### src/rtl/mem_port_arbiter.sv
// Two-port (fetch/data) arbiter onto a single fixed-latency memory port.
// Optional fetch anti-starvation guard is enabled with macro ARB_FETCH_GUARD_EN.
module mem_port_arbiter #(
  parameter int unsigned MEM_LAT    = 2,
  parameter int unsigned STARVE_MAX = 4
) (
  input  logic        clk,
  input  logic        rst_n,
  input  logic        if_req,
  input  logic [15:0] if_addr,
  output logic        if_gnt,
  output logic        if_rvalid,
  output logic [15:0] if_rdata,
  output logic        if_stall,
  input  logic        d_req,
  input  logic        d_we,
  input  logic [15:0] d_addr,
  input  logic [15:0] d_wdata,
  output logic        d_gnt,
  output logic        d_rvalid,
  output logic [15:0] d_rdata,
  output logic        mem_en,
  output logic        mem_we,
  output logic [15:0] mem_addr,
  output logic [15:0] mem_wdata,
  input  logic [15:0] mem_rdata,
  output logic [1:0]  dbg_state
);

  typedef enum logic [1:0] {
    StIdle   = 2'b00,
    StAccess = 2'b01,
    StResp   = 2'b10
  } state_e;

  state_e      state_q, state_d;
  logic        owner_d_q;
  logic        we_q;
  logic [15:0] addr_q;
  logic [15:0] wdata_q;
  logic [15:0] if_rdata_q;
  logic [15:0] d_rdata_q;
  logic [2:0]  cnt_q;
  logic        arb_ok;
  logic        grant;
  logic        fetch_first;

  // Grants are only legal in IDLE/RESP and are suppressed while reset is held.
  assign arb_ok = rst_n && (state_q != StAccess);

`ifdef ARB_FETCH_GUARD_EN
  logic [3:0] starve_q;

  assign fetch_first = (starve_q == 4'(STARVE_MAX));

  always_ff @(posedge clk or negedge rst_n) begin
    if (!rst_n) begin
      starve_q <= 4'd0;
    end else if (!if_req || if_gnt) begin
      starve_q <= 4'd0;
    end else if (d_gnt) begin
      starve_q <= starve_q + 4'd1;
    end
  end
`else
  assign fetch_first = 1'b0;
`endif

  always_comb begin
    d_gnt  = 1'b0;
    if_gnt = 1'b0;
    if (arb_ok) begin
      if (d_req && !(fetch_first && if_req)) begin
        d_gnt = 1'b1;
      end else if (if_req) begin
        if_gnt = 1'b1;
      end
    end
  end

  assign grant = d_gnt | if_gnt;

  always_comb begin
    state_d = state_q;
    case (state_q)
      StIdle, StResp: state_d = grant ? StAccess : StIdle;
      StAccess:       if (cnt_q == 3'd1) state_d = StResp;
      default:        state_d = StIdle;
    endcase
  end

  always_ff @(posedge clk or negedge rst_n) begin
    if (!rst_n) begin
      state_q    <= StIdle;
      owner_d_q  <= 1'b0;
      we_q       <= 1'b0;
      addr_q     <= 16'h0000;
      wdata_q    <= 16'h0000;
      if_rdata_q <= 16'h0000;
      d_rdata_q  <= 16'h0000;
      cnt_q      <= 3'd0;
    end else begin
      state_q <= state_d;
      if (grant) begin
        owner_d_q <= d_gnt;
        addr_q    <= d_gnt ? d_addr : if_addr;
        we_q      <= d_gnt & d_we;
        wdata_q   <= d_gnt ? d_wdata : 16'h0000;
        cnt_q     <= 3'(MEM_LAT);
      end else if (state_q == StAccess) begin
        cnt_q <= cnt_q - 3'd1;
        // Last access cycle: capture read data into the owner's holding register only.
        if (cnt_q == 3'd1) begin
          if (owner_d_q) begin
            d_rdata_q <= we_q ? 16'h0000 : mem_rdata;
          end else begin
            if_rdata_q <= mem_rdata;
          end
        end
      end
    end
  end

  assign mem_en    = (state_q == StAccess);
  assign mem_we    = mem_en & we_q;
  assign mem_addr  = addr_q;
  assign mem_wdata = wdata_q;

  assign if_rvalid = (state_q == StResp) && !owner_d_q;
  assign d_rvalid  = (state_q == StResp) && owner_d_q;
  assign if_rdata  = if_rdata_q;
  assign d_rdata   = d_rdata_q;
  assign if_stall  = if_req & ~if_gnt;
  assign dbg_state = state_q;

endmodule
### config.mk
export PLATFORM = sky130hd
export DESIGN_NAME = mem_port_arbiter
export DESIGN_NICKNAME = d
export VERILOG_FILES = /design/src/rtl/mem_port_arbiter.sv
export SDC_FILE = /design/constraint.sdc
export NUM_CORES = 1
export LEC_CHECK = 0
export ABC_AREA = 1
export ABC_CLOCK_PERIOD_IN_PS = 2200
export CELL_PAD_IN_SITES_DETAIL_PLACEMENT = 1
export CELL_PAD_IN_SITES_GLOBAL_PLACEMENT = 2
export CORE_ASPECT_RATIO = 0.8
export CORE_MARGIN = 1.5
export CORE_UTILIZATION = 25
export DETAILED_ROUTE_END_ITERATION = 8
export GPL_TIMING_DRIVEN = 0
export HOLD_SLACK_MARGIN = 0.06
export PLACE_DENSITY = 0.9
export REMOVE_ABC_BUFFERS = 1
export SLEW_MARGIN = 20
export SYNTH_ARGS = -nofsm -noshare
export SYNTH_HDL_FRONTEND = slang
export SYNTH_SLANG_ARGS = --single-unit
export TNS_END_PERCENT = 30
### constraint.sdc
create_clock -name clk -period 2.2 [get_ports clk]
set_clock_uncertainty 0.1 [all_clocks]
set_input_delay 0.66 -clock clk [delete_from_list [all_inputs] [get_ports clk]]
set_output_delay 0.66 -clock clk [all_outputs]
set_load 0.02 [all_outputs]
==> summary.json, run 1 <==
{
  "synth.avg_cell_area": {"value": 8.29, "unit": "µm²"},
  "max_cap_violations": {"value": 0},
  "place.port_buffers": {"value": 141},
  "place_hpwl": {"value": 6820, "unit": "µm"},
  "synthTopCellsByArea": {"value": "sky130_fd_sc_hd__dfrtp_1 (56%), sky130_fd_sc_hd__nand2_1 (23%), sky130_fd_sc_hd__nand4_1 (3.3%)"},
  "post_synth_most_frequent_cells": {"value": "sky130_fd_sc_hd__nand2_1 (198), sky130_fd_sc_hd__dfrtp_1 (71), sky130_fd_sc_hd__inv_1 (26)"},
  "route.vias.total": {"value": 3065},
  "io_pins": {"value": 142},
  "wirelength": {"value": 9850, "unit": "µm"},
  "placement_rows": {"value": 36},
  "grt_setup_unrepaired": {"value": "no"},
  "synth_async_sr_flop_share": {"value": 1.00},
  "path_cells": {"value": "nor3_1 > dlygate4sd2_1"},
  "fraction_of_layout_instances_using_a_drive_strength_above_1": {"value": 0.0974},
  "netlist.area_leader.share": {"value": 0.555},
  "maxSlewHeadroom": {"value": 0.719},
  "worst_slew_pin_slew": {"value": 0.419, "unit": "ns"},
  "clock_path_buffers": {"value": 2},
  "worst_hold_path_type": {"value": "input port to async pin"},
  "critical_path_buf_inv_count": {"value": 1},
  "h-tree-depth": {"value": 3},
  "detail-route-antenna-nets": {"value": 0},
  "yosys_warnings": {"value": 0},
  "area_after_detailed_placement": {"value": 4790, "unit": "µm²"},
  "worst_path_dominant_cell_family": {"value": "flip-flops"},
  "first_pass_iters": {"value": 4},
  "floorplan.initialDensity": {"value": 0.259},
  "peakVddDrop": {"value": 0.000519, "unit": "V"},
  "p_total": {"value": 7.36, "unit": "mW"},
  "period_needed": {"value": 2.10, "unit": "ns"},
  "timing.rr.end": {"value": "if_rdata[6]"},
  "numCtsBuffers": {"value": 9},
  "wire_length_of_the_first_global_routing_pass": {"value": 16500, "unit": "µm"},
  "yosysTopAreaCell": {"value": "sky130_fd_sc_hd__dfrtp_1"},
  "fin_cells": {"value": 715},
  "groute.usage.overall": {"value": 0.155},
  "comb_power_share": {"value": 0.481},
  "numClockSinks": {"value": 71},
  "drc_errors": {"value": 0},
  "synth_seq_area_share": {"value": 0.555},
  "setup-violations-final": {"value": 0},
  "synth-seq-cells": {"value": 71},
  "die_height": {"value": 104, "unit": "µm"},
  "grt_max_degree": {"value": 51},
  "synth_top_flop_cell": {"value": "sky130_fd_sc_hd__dfrtp_1"},
  "total_congestion_overflow_after_global_routing": {"value": 0},
  "slew_violations": {"value": 0},
  "antenna_found_initial": {"value": 0},
  "sw_frac_of_total": {"value": 0.388},
  "die_x": {"value": 130, "unit": "µm"},
  "critPathRequiredTime": {"value": 1.44, "unit": "ns"},
  "area.growth.synth_to_final": {"value": 64.3, "unit": "%"},
  "timing.critical_path.arrival": {"value": 1.34, "unit": "ns"},
  "worstPathMaxFanout": {"value": 5},
  "hold_violations": {"value": 0},
  "p_int": {"value": 4.50, "unit": "mW"},
  "final_weighted_congestion_in_routability_driven_placement": {"value": 0.711},
  "power.clock.fraction": {"value": 0.209},
  "cts_tree": {"value": "yes"},
  "critical_path.endpoint_type": {"value": "primary output"},
  "cp_slowest_cell": {"value": "sky130_fd_sc_hd__dfrtp_2"},
  "die_area": {"value": 13500, "unit": "µm²"},
  "postLayoutCellArea": {"value": 5260, "unit": "µm²"},
  "diodes": {"value": 0},
  "cts.root.buffer_cell": {"value": "sky130_fd_sc_hd__clkbuf_16"},
  "core_region_area": {"value": 12300, "unit": "µm²"},
  "worst_r2r_path_depth": {"value": 7},
  "power_leakage": {"value": 2.62, "unit": "nW"},
  "power.sequential.fraction": {"value": 0.311},
  "timing.fmax": {"value": 0.476, "unit": "GHz"},
  "critical_path.startpoint_type": {"value": "flip-flop"},
  "fill_cells": {"value": 1465},
  "dpl_worst_slack": {"value": -1.35, "unit": "ns"},
  "final.setup.worst_slack": {"value": 0.0975, "unit": "ns"},
  "via_per_inst": {"value": 4.29},
  "rr_startpoint": {"value": "dbg_state[1]"},
  "synth.lib_cells_used.distinct": {"value": 21},
  "worst_path_largest_cell_delay": {"value": 0.45, "unit": "ns"},
  "status": {"value": "completed"},
  "switchingPower": {"value": 2.86, "unit": "mW"},
  "power-per-cell-area": {"value": 1400, "unit": "nW/µm²"},
  "clkSlewWorstSetupHoldPaths": {"value": 0.06, "unit": "ns"},
  "wire_per_inst": {"value": 13.8, "unit": "µm"},
  "post-route-period-util": {"value": 0.956},
  "register_to_register_setup_slack": {"value": 0.38, "unit": "ns"},
  "final_nets": {"value": 610},
  "clock_insertion_delay_worst_skew": {"value": 0.33, "unit": "ns"},
  "final.setup.tns": {"value": 0, "unit": "ns"},
  "detailedRoute.firstIterationViolations": {"value": 109},
  "synth_most_common_cell": {"value": "sky130_fd_sc_hd__nand2_1"},
  "syn-cell-area": {"value": 3200, "unit": "µm²"},
  "placedCellCount": {"value": 682},
  "worstSetupPathType": {"value": "flip-flop to primary output"},
  "synth_edf_count": {"value": 0},
  "post_synth_inst_count": {"value": 386},
  "vias_in_the_first_global_route": {"value": 3277}
}
==> cell type report <==
| class | instances | area, µm² | share of cell area |
|---|---|---|---|
| Inverter | 28 | 118 | 0.0224 |
| Sequential cell | 71 | 1780 | 0.339 |
| Clock inverter | 6 | 85.1 | 0.0162 |
| Timing Repair Buffer | 160 | 1620 | 0.308 |
| Timing Repair inverter | 1 | 8.76 | 0.00167 |
| Multi-Input combinational cell | 268 | 1200 | 0.229 |
| Tap cell | 171 | 214 | 0.0407 |
| Clock buffer | 10 | 229 | 0.0435 |
==> registers in the layout (all words and copies together) (netlist names) <==
name,cells
mem_wdata,16
owner_d_q,1
we_q,1
mem_addr,16
cnt_q,3
if_rdata,16
dbg_state,2
d_rdata,16
==> cells by family after synthesis <==
logic type,after synthesis,synth area share
compound gates,21,0.0450
xor+xnor,1,0.00274
fa+ha+maj,2,0.00782
buf+inv,47,0.0688
flops,71,0.555
simple gates,244,0.321
==> how the worst max path moves through the flow <==
stage | end | slack, ns | depth (start not counted) | startpoint
floorplan | mem_addr[0] | 0.12 | 4 | d_req
global route | if_stall | 0.01 | 6 | dbg_state[1]
detailed placement | d_gnt | -1.35 | 4 | d_req
finish | d_rvalid | 0.1 | 2 | dbg_state[0]
CTS | d_gnt | -0.03 | 4 | dbg_state[0]
global placement | d_gnt | -4.49 | 4 | rst_n
==> routing by layer <==
layer / part of all wire / up-vias / wire length [µm] / track usage
met5: 0 / - / 0 / 0
met4: 0.012 / 0 / 120 / 0.0492
met3: 0.046 / 10 / 452 / 0.0391
met2: 0.47 / 76 / 4670 / 0.256
met1: 0.47 / 1478 / 4600 / 0.199
li1: - / 1501 / - / -
==> through the flow <==
step / util / hold WS (ns)
after floorplan: - / 0.264
after global placement: 0.382 / 0.353
after detailed placement: 0.388 / 0.359
after CTS: 0.427 / 0.249
after global routing: 0.426 / 0.257
final: 0.426 / 0.244
==> layout by cell type, fill, tap and decap left out, types with 2 or more instances in the layout <==
| cell | instances |
|---|---|
| sky130_fd_sc_hd__buf_16 | 3 |
| sky130_fd_sc_hd__buf_2 | 3 |
| sky130_fd_sc_hd__buf_4 | 9 |
| sky130_fd_sc_hd__bufinv_16 | 2 |
| sky130_fd_sc_hd__clkbuf_16 | 9 |
| sky130_fd_sc_hd__clkdlybuf4s50_1 | 129 |
| sky130_fd_sc_hd__clkinv_2 | 2 |
| sky130_fd_sc_hd__clkinvlp_4 | 2 |
| sky130_fd_sc_hd__dfrtp_1 | 68 |
| sky130_fd_sc_hd__dfrtp_2 | 2 |
| sky130_fd_sc_hd__dlygate4sd2_1 | 4 |
| sky130_fd_sc_hd__dlygate4sd3_1 | 9 |
| sky130_fd_sc_hd__ha_1 | 2 |
| sky130_fd_sc_hd__inv_1 | 24 |
| sky130_fd_sc_hd__inv_2 | 3 |
| sky130_fd_sc_hd__nand2_1 | 198 |
| sky130_fd_sc_hd__nand2_4 | 2 |
| sky130_fd_sc_hd__nand3_4 | 2 |
| sky130_fd_sc_hd__nand4_1 | 17 |
| sky130_fd_sc_hd__nor2_1 | 21 |
| sky130_fd_sc_hd__nor3_1 | 2 |
| sky130_fd_sc_hd__o21ai_0 | 4 |
| sky130_fd_sc_hd__o21ai_1 | 10 |
| sky130_fd_sc_hd__o21ai_2 | 6 |
==> power groups by stage <==
| stage | clock network, mW | logic [mW] | registers [mW] |
|---|---|---|---|
| final | 1.54 | 3.54 | 2.29 |
| after global routing | 1.63 | 3.85 | 2.38 |
| after CTS | 1.58 | 3.59 | 2.29 |
| after detailed placement | 0 | 3.39 | 2.39 |
| after global placement | 0 | 3.26 | 2.37 |
| after floorplan | 0 | 0.958 | 3.02 |
==> what timing repair did <==
item	4_1_cts	5_1_grt
hold endpoints to repair	1	0
gates cloned	1	0
resized for setup	31	8
pin swaps	2	0
hold buffers	9	0
buffers inserted	6	1
endpoints found under the setup margin	13	4
No activity file was read; power rests on OpenSTA's default activity.
==> run 2, diff against run 1 <==
--- a/config.mk
+++ b/config.mk
@@ -6,7 +6,6 @@
 export NUM_CORES = 1
 export LEC_CHECK = 0
 export ABC_AREA = 1
-export ABC_CLOCK_PERIOD_IN_PS = 2200
 export CELL_PAD_IN_SITES_DETAIL_PLACEMENT = 1
 export CELL_PAD_IN_SITES_GLOBAL_PLACEMENT = 2
 export CORE_ASPECT_RATIO = 0.8
==> results of run 2 <==
The final DEF is identical to that of run 1; final timing and power are the same.
